**src/rtl/exc_ctx_stack.sv**
```systemverilog
// Exception context stack: saves {EPC, cause, mode} on each taken exception
// and pops on return-from-exception. Outputs always show the top context, or
// reset values when the stack is empty.
module exc_ctx_stack #(
    parameter int unsigned WIDTH    = 32,
    parameter int unsigned DEPTH    = 4,
    parameter int unsigned CAUSE_W  = 4,
    parameter logic [31:0] RESET_PC = 32'h0001_0000,
    parameter bit          NEST_EN  = 1'b1,
    localparam int unsigned DW      = $clog2(DEPTH + 1)
) (
    input  logic               clk,
    input  logic               reset,
    input  logic [WIDTH-1:0]   pc_8_in,
    input  logic               exc_req,
    input  logic [CAUSE_W-1:0] exc_cause,
    input  logic               adj_sel,
    input  logic               s_u,
    input  logic               rfe,
    output logic [WIDTH-1:0]   epc_out,
    output logic [CAUSE_W-1:0] cause_out,
    output logic               prev_mode_out,
    output logic [DW-1:0]      depth_out,
    output logic               full,
    output logic               empty,
    output logic               overflow,
    output logic               underflow
);

    localparam logic [WIDTH-1:0] RST_EPC  = WIDTH'(RESET_PC);
    localparam logic [WIDTH-1:0] ADJ_TRAP = WIDTH'(4);
    localparam logic [WIDTH-1:0] ADJ_NORM = WIDTH'(8);
    localparam logic [DW-1:0]    D_ONE    = DW'(1);
    localparam logic [DW-1:0]    D_ZERO   = DW'(0);
    localparam logic [DW-1:0]    D_FULL   = DW'(DEPTH);

    logic [WIDTH-1:0]   epc_q   [DEPTH];
    logic [CAUSE_W-1:0] cause_q [DEPTH];
    logic               mode_q  [DEPTH];

    logic [DW-1:0]      depth_q, depth_d;
    logic               overflow_q, overflow_d;
    logic               underflow_q, underflow_d;

    logic               full_s, empty_s;
    logic               wr_en_s;
    logic [DW-1:0]      wr_idx_s;
    logic [WIDTH-1:0]   new_epc_s;

    // Decode stack state and compute the next depth, flags and entry write.
    always_comb begin
        full_s      = (depth_q == D_FULL);
        empty_s     = (depth_q == D_ZERO);
        new_epc_s   = pc_8_in - (adj_sel ? ADJ_TRAP : ADJ_NORM);
        depth_d     = depth_q;
        overflow_d  = overflow_q;
        underflow_d = 1'b0;
        wr_en_s     = 1'b0;
        wr_idx_s    = depth_q;
        if (exc_req && rfe) begin
            // Replace the top entry; from empty this degenerates to a push.
            wr_en_s = 1'b1;
            if (empty_s) begin
                wr_idx_s = depth_q;
                depth_d  = depth_q + D_ONE;
            end else begin
                wr_idx_s = depth_q - D_ONE;
            end
        end else if (exc_req) begin
            if (full_s) begin
                overflow_d = 1'b1;
            end else if (NEST_EN || empty_s) begin
                wr_en_s  = 1'b1;
                wr_idx_s = depth_q;
                depth_d  = depth_q + D_ONE;
            end else begin
                depth_d = depth_q;
            end
        end else if (rfe) begin
            if (empty_s) begin
                underflow_d = 1'b1;
            end else begin
                depth_d = depth_q - D_ONE;
            end
        end else begin
            depth_d = depth_q;
        end
    end

    // Control state: depth and status flags, cleared by synchronous reset.
    always_ff @(posedge clk) begin
        if (!reset) begin
            depth_q     <= D_ZERO;
            overflow_q  <= 1'b0;
            underflow_q <= 1'b0;
        end else begin
            depth_q     <= depth_d;
            overflow_q  <= overflow_d;
            underflow_q <= underflow_d;
        end
    end

    // Context entries: written only on push or replace, never on reset.
    always_ff @(posedge clk) begin
        for (int i = 0; i < int'(DEPTH); i++) begin
            if (reset && wr_en_s && (wr_idx_s == DW'(i))) begin
                epc_q[i]   <= new_epc_s;
                cause_q[i] <= exc_cause;
                mode_q[i]  <= s_u;
            end
        end
    end

    // Select the top context from registers, or reset values when empty.
    always_comb begin
        epc_out       = RST_EPC;
        cause_out     = {CAUSE_W{1'b0}};
        prev_mode_out = 1'b0;
        for (int i = 0; i < int'(DEPTH); i++) begin
            if (depth_q == DW'(i + 1)) begin
                epc_out       = epc_q[i];
                cause_out     = cause_q[i];
                prev_mode_out = mode_q[i];
            end
        end
    end

    assign depth_out = depth_q;
    assign full      = (depth_q == D_FULL);
    assign empty     = (depth_q == D_ZERO);
    assign overflow  = overflow_q;
    assign underflow = underflow_q;

endmodule

```
**config.mk**
```make
export PLATFORM = sky130hd
export DESIGN_NAME = exc_ctx_stack
export DESIGN_NICKNAME = d
export VERILOG_FILES = /design/src/rtl/exc_ctx_stack.sv
export SDC_FILE = /design/constraint.sdc
export NUM_CORES = 1
export LEC_CHECK = 0
export CAP_MARGIN = 20
export CORE_UTILIZATION = 51
export CTS_BUF_LIST = sky130_fd_sc_hd__clkbuf_2
export DETAILED_ROUTE_END_ITERATION = 16
export HOLD_SLACK_MARGIN = 0.1
export PLACE_DENSITY = 0.75
export REMOVE_ABC_BUFFERS = 1
export SYNTH_ARGS = -nofsm -noshare
export SYNTH_HDL_FRONTEND = slang
export SYNTH_SLANG_ARGS = --single-unit
```
**constraint.sdc**
```tcl
create_clock -name clk -period 4.45 [get_ports clk]
set_clock_uncertainty 0.1 [all_clocks]
set_input_delay 0.6675 -clock clk [delete_from_list [all_inputs] [get_ports clk]]
set_output_delay 0.6675 -clock clk [all_outputs]
set_load 0.01 [all_outputs]
```
* Word-level counts from Yosys, hierarchy flattened *
Memory sizes are Yosys's and may differ from the RTL's.
Index checks and enable logic that the tools add are counted.

cells by class
  shift-type cells = 0
  add/sub/neg operators = 3
  div/mod/pow operators = 0
  muxes and demuxes = 59
  reductions and logical operators = 21
  equality and inequality tests = 9
  bitwise logic cells = 3
  $mul = 0
  order comparisons = 0

operator list
  kind                                                                number
  32-bit two-way mux                                                  7
  32-bit OR reduction                                                 3
  4-bit two-way mux                                                   8
  32-bit by 4-bit subtractor with 32-bit output                       1
  1-bit two-way mux                                                   28
  3-bit two-way mux                                                   7
  2-bit two-way mux                                                   9
  4-bit OR reduction                                                  4
  3-bit by 2-bit == test with 1-bit output, second input constant     4
  3-bit by 1-bit == test with 1-bit output, second input constant     2
  1-bit logical AND                                                   6
  3-bit zero test                                                     2
  3-bit AND reduction                                                 2
  3-bit by 1-bit adder with 3-bit output, second input constant       1
  3-bit == test, second input constant                                1
  3-bit by 2-bit != test with 1-bit output, second input constant     1
  1-bit NOT                                                           3
  3-bit nonzero test                                                  1
  1-bit OR reduction                                                  3
  3-bit by 1-bit subtractor with 3-bit output, second input constant  1
  2-bit != test, second input constant                                1

storage, ports and cells
  bits in writable memories = 148
  word-level logic and storage cells = 101
  bits in registers = 5
  memories = 3
  output and inout port bits = 44
  memory bits (read-only) = 0
  bits in latches = 0

memories
  name     depth  bits a word  rd ports  clocked after memory_dff  wr ports  line  text
  epc_q    4      32           4         0                         1         37    logic [WIDTH-1:0] epc_q [DEPTH];
  cause_q  4      4            4         0                         1         38    logic [CAUSE_W-1:0] cause_q [DEPTH];
  mode_q   4      1            4         0                         1         39    logic mode_q [DEPTH];

* Longest topological paths before layout *
  depth after elaboration = 12
  mapped depth = 9
  mapped depth without buffers = 8

* Least setup slack after synthesis *
OpenSTA, ideal clock, no wires.

  kind = register to register
  from = reg depth_q[0] (netlist: depth_out[0])
  to = mem cause_q[2][0] (enable)
  path slack = -0.402 ns
  cell stages (with the launch flop) = 8
  library setup time = 0.478 ns
  arrival time = 4.275 ns
  clock period less this slack = 4.852 ns
  path through = dfxtp_1 -> inv_1 -> ha_1 -> nand2b_1 -> and3_1 -> clkbuf_1 -> mux2_2 -> nor3_1

between the ends
  word-level cells in the longest chain between the ends = 12

ends and longest elaborated chain
  item                                                                                                  line  text
  start: declaration                                                                                    41    logic [DW-1:0] depth_q, depth_d;
  start signal: assignment                                                                              97    depth_q <= depth_d;
  parallel branches: the longest is 12 deep, another holds 3-bit by 1-bit subtractor with 3-bit output  --
  end: declaration                                                                                      38

Several ways; the timed one is not identified.

* Worst setup path in the final report *
  from = reg depth_q[0] (netlist: depth_out[0])
  to = out epc_out[31]

between the ends
  word-level cells in the longest chain between the ends = 5

ends and longest elaborated chain
  item                                      line  text
  3-bit by 1-bit == test with 1-bit output  120   if (depth_q == DW'(i + 1)) begin
  32-bit two-way mux (3 in a row)           120
  32-bit two-way mux *                      120
  end: declaration                          20    output logic [WIDTH-1:0] epc_out,

Mark *: on every way between the ends. The rest lies on a longest branch, timed or not.

==> key figures <==
Place
  • Post-DP HPWL: between 8000 and 9000 um
  • Gp weighted congestion: around 0.8
  • Dpl cells: between 700 and 800
  • Port Buf Inserts: 85

Final layout
  • Antenna fix cells: 0
  • Fin nets: roughly 600
  • Non-Filler Instances: ~730
  • Layout filler cell count: about 900
  • Area growth from synthesis to layout: 22.11%
  • Fraction of layout cells with a size suffix above 1: between 10 and 15%

Min path
  • Launch point of the worst hold path: overflow
  • Hold path depth: 1
  • Worst min path class: reg2reg
  • Hold worst-path end: overflow

Route
  • DR vias: roughly 4.3k
  • Antenna Nets Post-Route: 0
  • Drt drc: 0
  • First-pass DRT Iterations: 5
  • Routed vias/inst: between 5 and 6
  • Aggregate routed wire length: around 14000 um
  • Iter 0 DRT Violations: around 350
  • Wirelength per Cell: slightly below 20 um

Clock tree
  • Clk pin slew, worst setup/hold paths: about 0.19 ns
  • Clock Latency Late Sink: approximately 0.7 ns
  • Root buffer cell: clkbuf_2
  • # clock sinks: 153
  • H-tree depth: 4
  • Clock buffer depth: 2
  • Num CTS Buffers: 17
  • CTS tree: built

Setup path
  • Critical Path Fanout Max: 37
  • Setup slack, reg-to-reg: 1.66 ns
  • Critical path launch point type: register
  • Critical path class: reg2out
  • R2r endpoint: epc_q[3][6]
  • FF-to-FF path depth: 7
  • Crit end category: output port
  • CP Data Arrival Time: roughly 3.4 ns
  • Reg2reg start: depth_out[0]
  • Critical Path RT: between 3 and 4 ns

Die
  • Die width: 114.2 um
  • # IOs: 86
  • # rows: 40
  • Die footprint: ~13000 um2
  • Core area: approximately 12000 um2
  • Starting Density: 52.76%
  • Die Span Y: ~110 um

Synthesis
  • Avg Inst Size Synth: around 14 um2
  • Ys flop type: edfxtp_1
  • Cells after Synth: ~460
  • Register area share after synthesis: roughly 70%
  • Share of the synthesized area in the top cell type: between 60% and 70%
  • Synth warn: 0
  • Number of flops mapped to enable cells by yosys: ~150
  • Most frequent cell after synthesis: edfxtp_1
  • Cell Area, Synth: 6416 um2
  • Most common library cells after synthesis: edfxtp_1, o21ai_0, nand2_1
  • Post-synthesis register bit count: roughly 150
  • Most area-consuming cells after synthesis: edfxtp_1, o21ai_0, a221oi_1
  • Area leader, netlist: edfxtp_1
  • Synth async-reset ratio: 0%
  • Yosys cell types: 44

STA
  • RSZ-0062 raised after global routing: false
  • Period utilisation layout: slightly above 90%
  • Min Hold Slack: 0.3933 ns
  • Worst-Margin Slew: 0.7215 ns
  • Min Tclk post-route: around 4.1 ns
  • Slew headroom: between 50% and 60%
  • Fmax: around 0.24 GHz
  • Final setup viols: 0
  • Pins over their slew limit: 0
  • Final Hold Fails: 0

Power and ir drop
  • PwrDens: between 400 and 500 nW/um2
  • LEAKAGE: ~2.5 nW
  • VDD IR max: 227.0 uV

Run
  • Max_cap viols: 0

Outcome
  • Status: completed

Global route
  • Global-route usage over all layers: between 20% and 30%
  • Antenna violations before repair: 0
  • Number of global-route vias before repair: roughly 4.3k
  • Largest net degree at the start of global routing: 38
  • First-pass GRT wire length: around 23000 um
  • Gr ovfl total: 0
==> stage by stage <==
stage / setup slack (ns) / util [%] / power (mW) / TNS (ns) / instance area, um2
5_1_grt: 0.006226 / 64.42 / 3.967 / 0 / 7835
3_5_place_dp: 0.5601 / 62.01 / 2.926 / 0 / 7541
3_3_place_gp: 0.6527 / 62.01 / 2.906 / 0 / 7541
2_1_floorplan: -0.3083 / - / 2.322 / -35.43 / 6316
4_1_cts: 0.2107 / 64.40 / 3.809 / 0 / 7833
6_report: 0.3065 / 64.42 / 3.779 / 0 / 7835
==> final cells by class <==
cell class | count | area [um2] | share of cell area, %
Multi-Input combinational cell | 267 | 1759 | 22.45
Clock buffer | 18 | 90.09 | 1.150
Timing Repair Buffer | 103 | 985.9 | 12.58
Clock inverter | 12 | 201.4 | 2.571
Inverter | 11 | 43.79 | 0.5589
Tap cell | 168 | 210.2 | 2.683
Sequential cell | 153 | 4544 | 58.00
==> placed cells by master (no fill, tap or decap), drive strengths merged, types with 3 or more instances in the layout <==
cell,instances
nor3,12
a21oi,3
nand2b,3
bufinv,5
nand2,43
a221oi,37
inv,11
or3,3
dfxtp,5
nor2,8
nor3b,3
nor4,8
clkdlybuf4s50,85
ha,8
edfxtp,148
clkbuf,18
xnor2,11
clkinvlp,5
or4,3
xor2,17
o21ai,76
nand3,6
or2,4
nor2b,3
buf,18
==> cells by family (layout without fill, tap and decap cells) <==
group,Yosys count,count (layout),synth area share [%]
AOI/OAI and AO/OA,122,122,11.99
xor gates and xnor gates,28,28,3.822
adders and majority gates,9,9,1.872
buffers and inverters,37,144,2.204
DFF,153,153,70.83
muxes,3,3,0.5070
and+or+nand+nor,105,105,8.776
==> where the power goes <==
group | switching (mW) | internal [mW]
clock | 0.474 | 0.420
sequential | 0.0379 | 1.72
combinational | 0.605 | 0.525
==> worst max-delay path, cell delays in order (launching register included) <==
cell             delay, ns
dfxtp_1               0.52
inv_1                 0.16
ha_1                  0.27
nor3b_4               0.16
buf_4                 0.43
a221oi_1              0.16
o21ai_0               0.35
clkdlybuf4s50_1       0.60
==> timing repair <==
| item | in CTS | in global routing |
|---|---|---|
| setup buffers | 0 | 0 |
| gates resized for setup | 0 | 2 |
| endpoints found under the setup margin | 0 | 4 |
| hold buffers | 0 | 0 |
==> registers in the layout, indices dropped and copies added, names as in the netlist <==
name	cells
depth_out	3
cause_q	16
underflow	1
epc_q	128
overflow	1
mode_q	4
==> how the worst max path moves through the flow <==
stage                 startpoint             to  slack, ns  depth (start not counted)
floorplan           depth_out[0]  cause_q[2][0]      -0.31                          6
global placement         adj_sel   epc_q[0][26]       0.65                          8
detailed placement       adj_sel   epc_q[1][26]       0.56                          8
CTS                 depth_out[0]    epc_out[31]       0.21                          7
global route        depth_out[0]    epc_out[15]      0.006                          7
finish              depth_out[0]    epc_out[31]       0.31                          7
==> per-layer routing <==
| metal | global-route usage [%] | vias to the layer above | part of all wire [%] |
|---|---|---|---|
| met3 | 4.976 | 19 | 5.1 |
| met2 | 40.08 | 133 | 52 |
| met4 | 8.745 | 0 | 1.3 |
| li1 | - | 1968 | - |
| met5 | 0 | - | 0 |
| met1 | 30.41 | 2131 | 42 |
No activity file was read; power rests on OpenSTA's default activity.
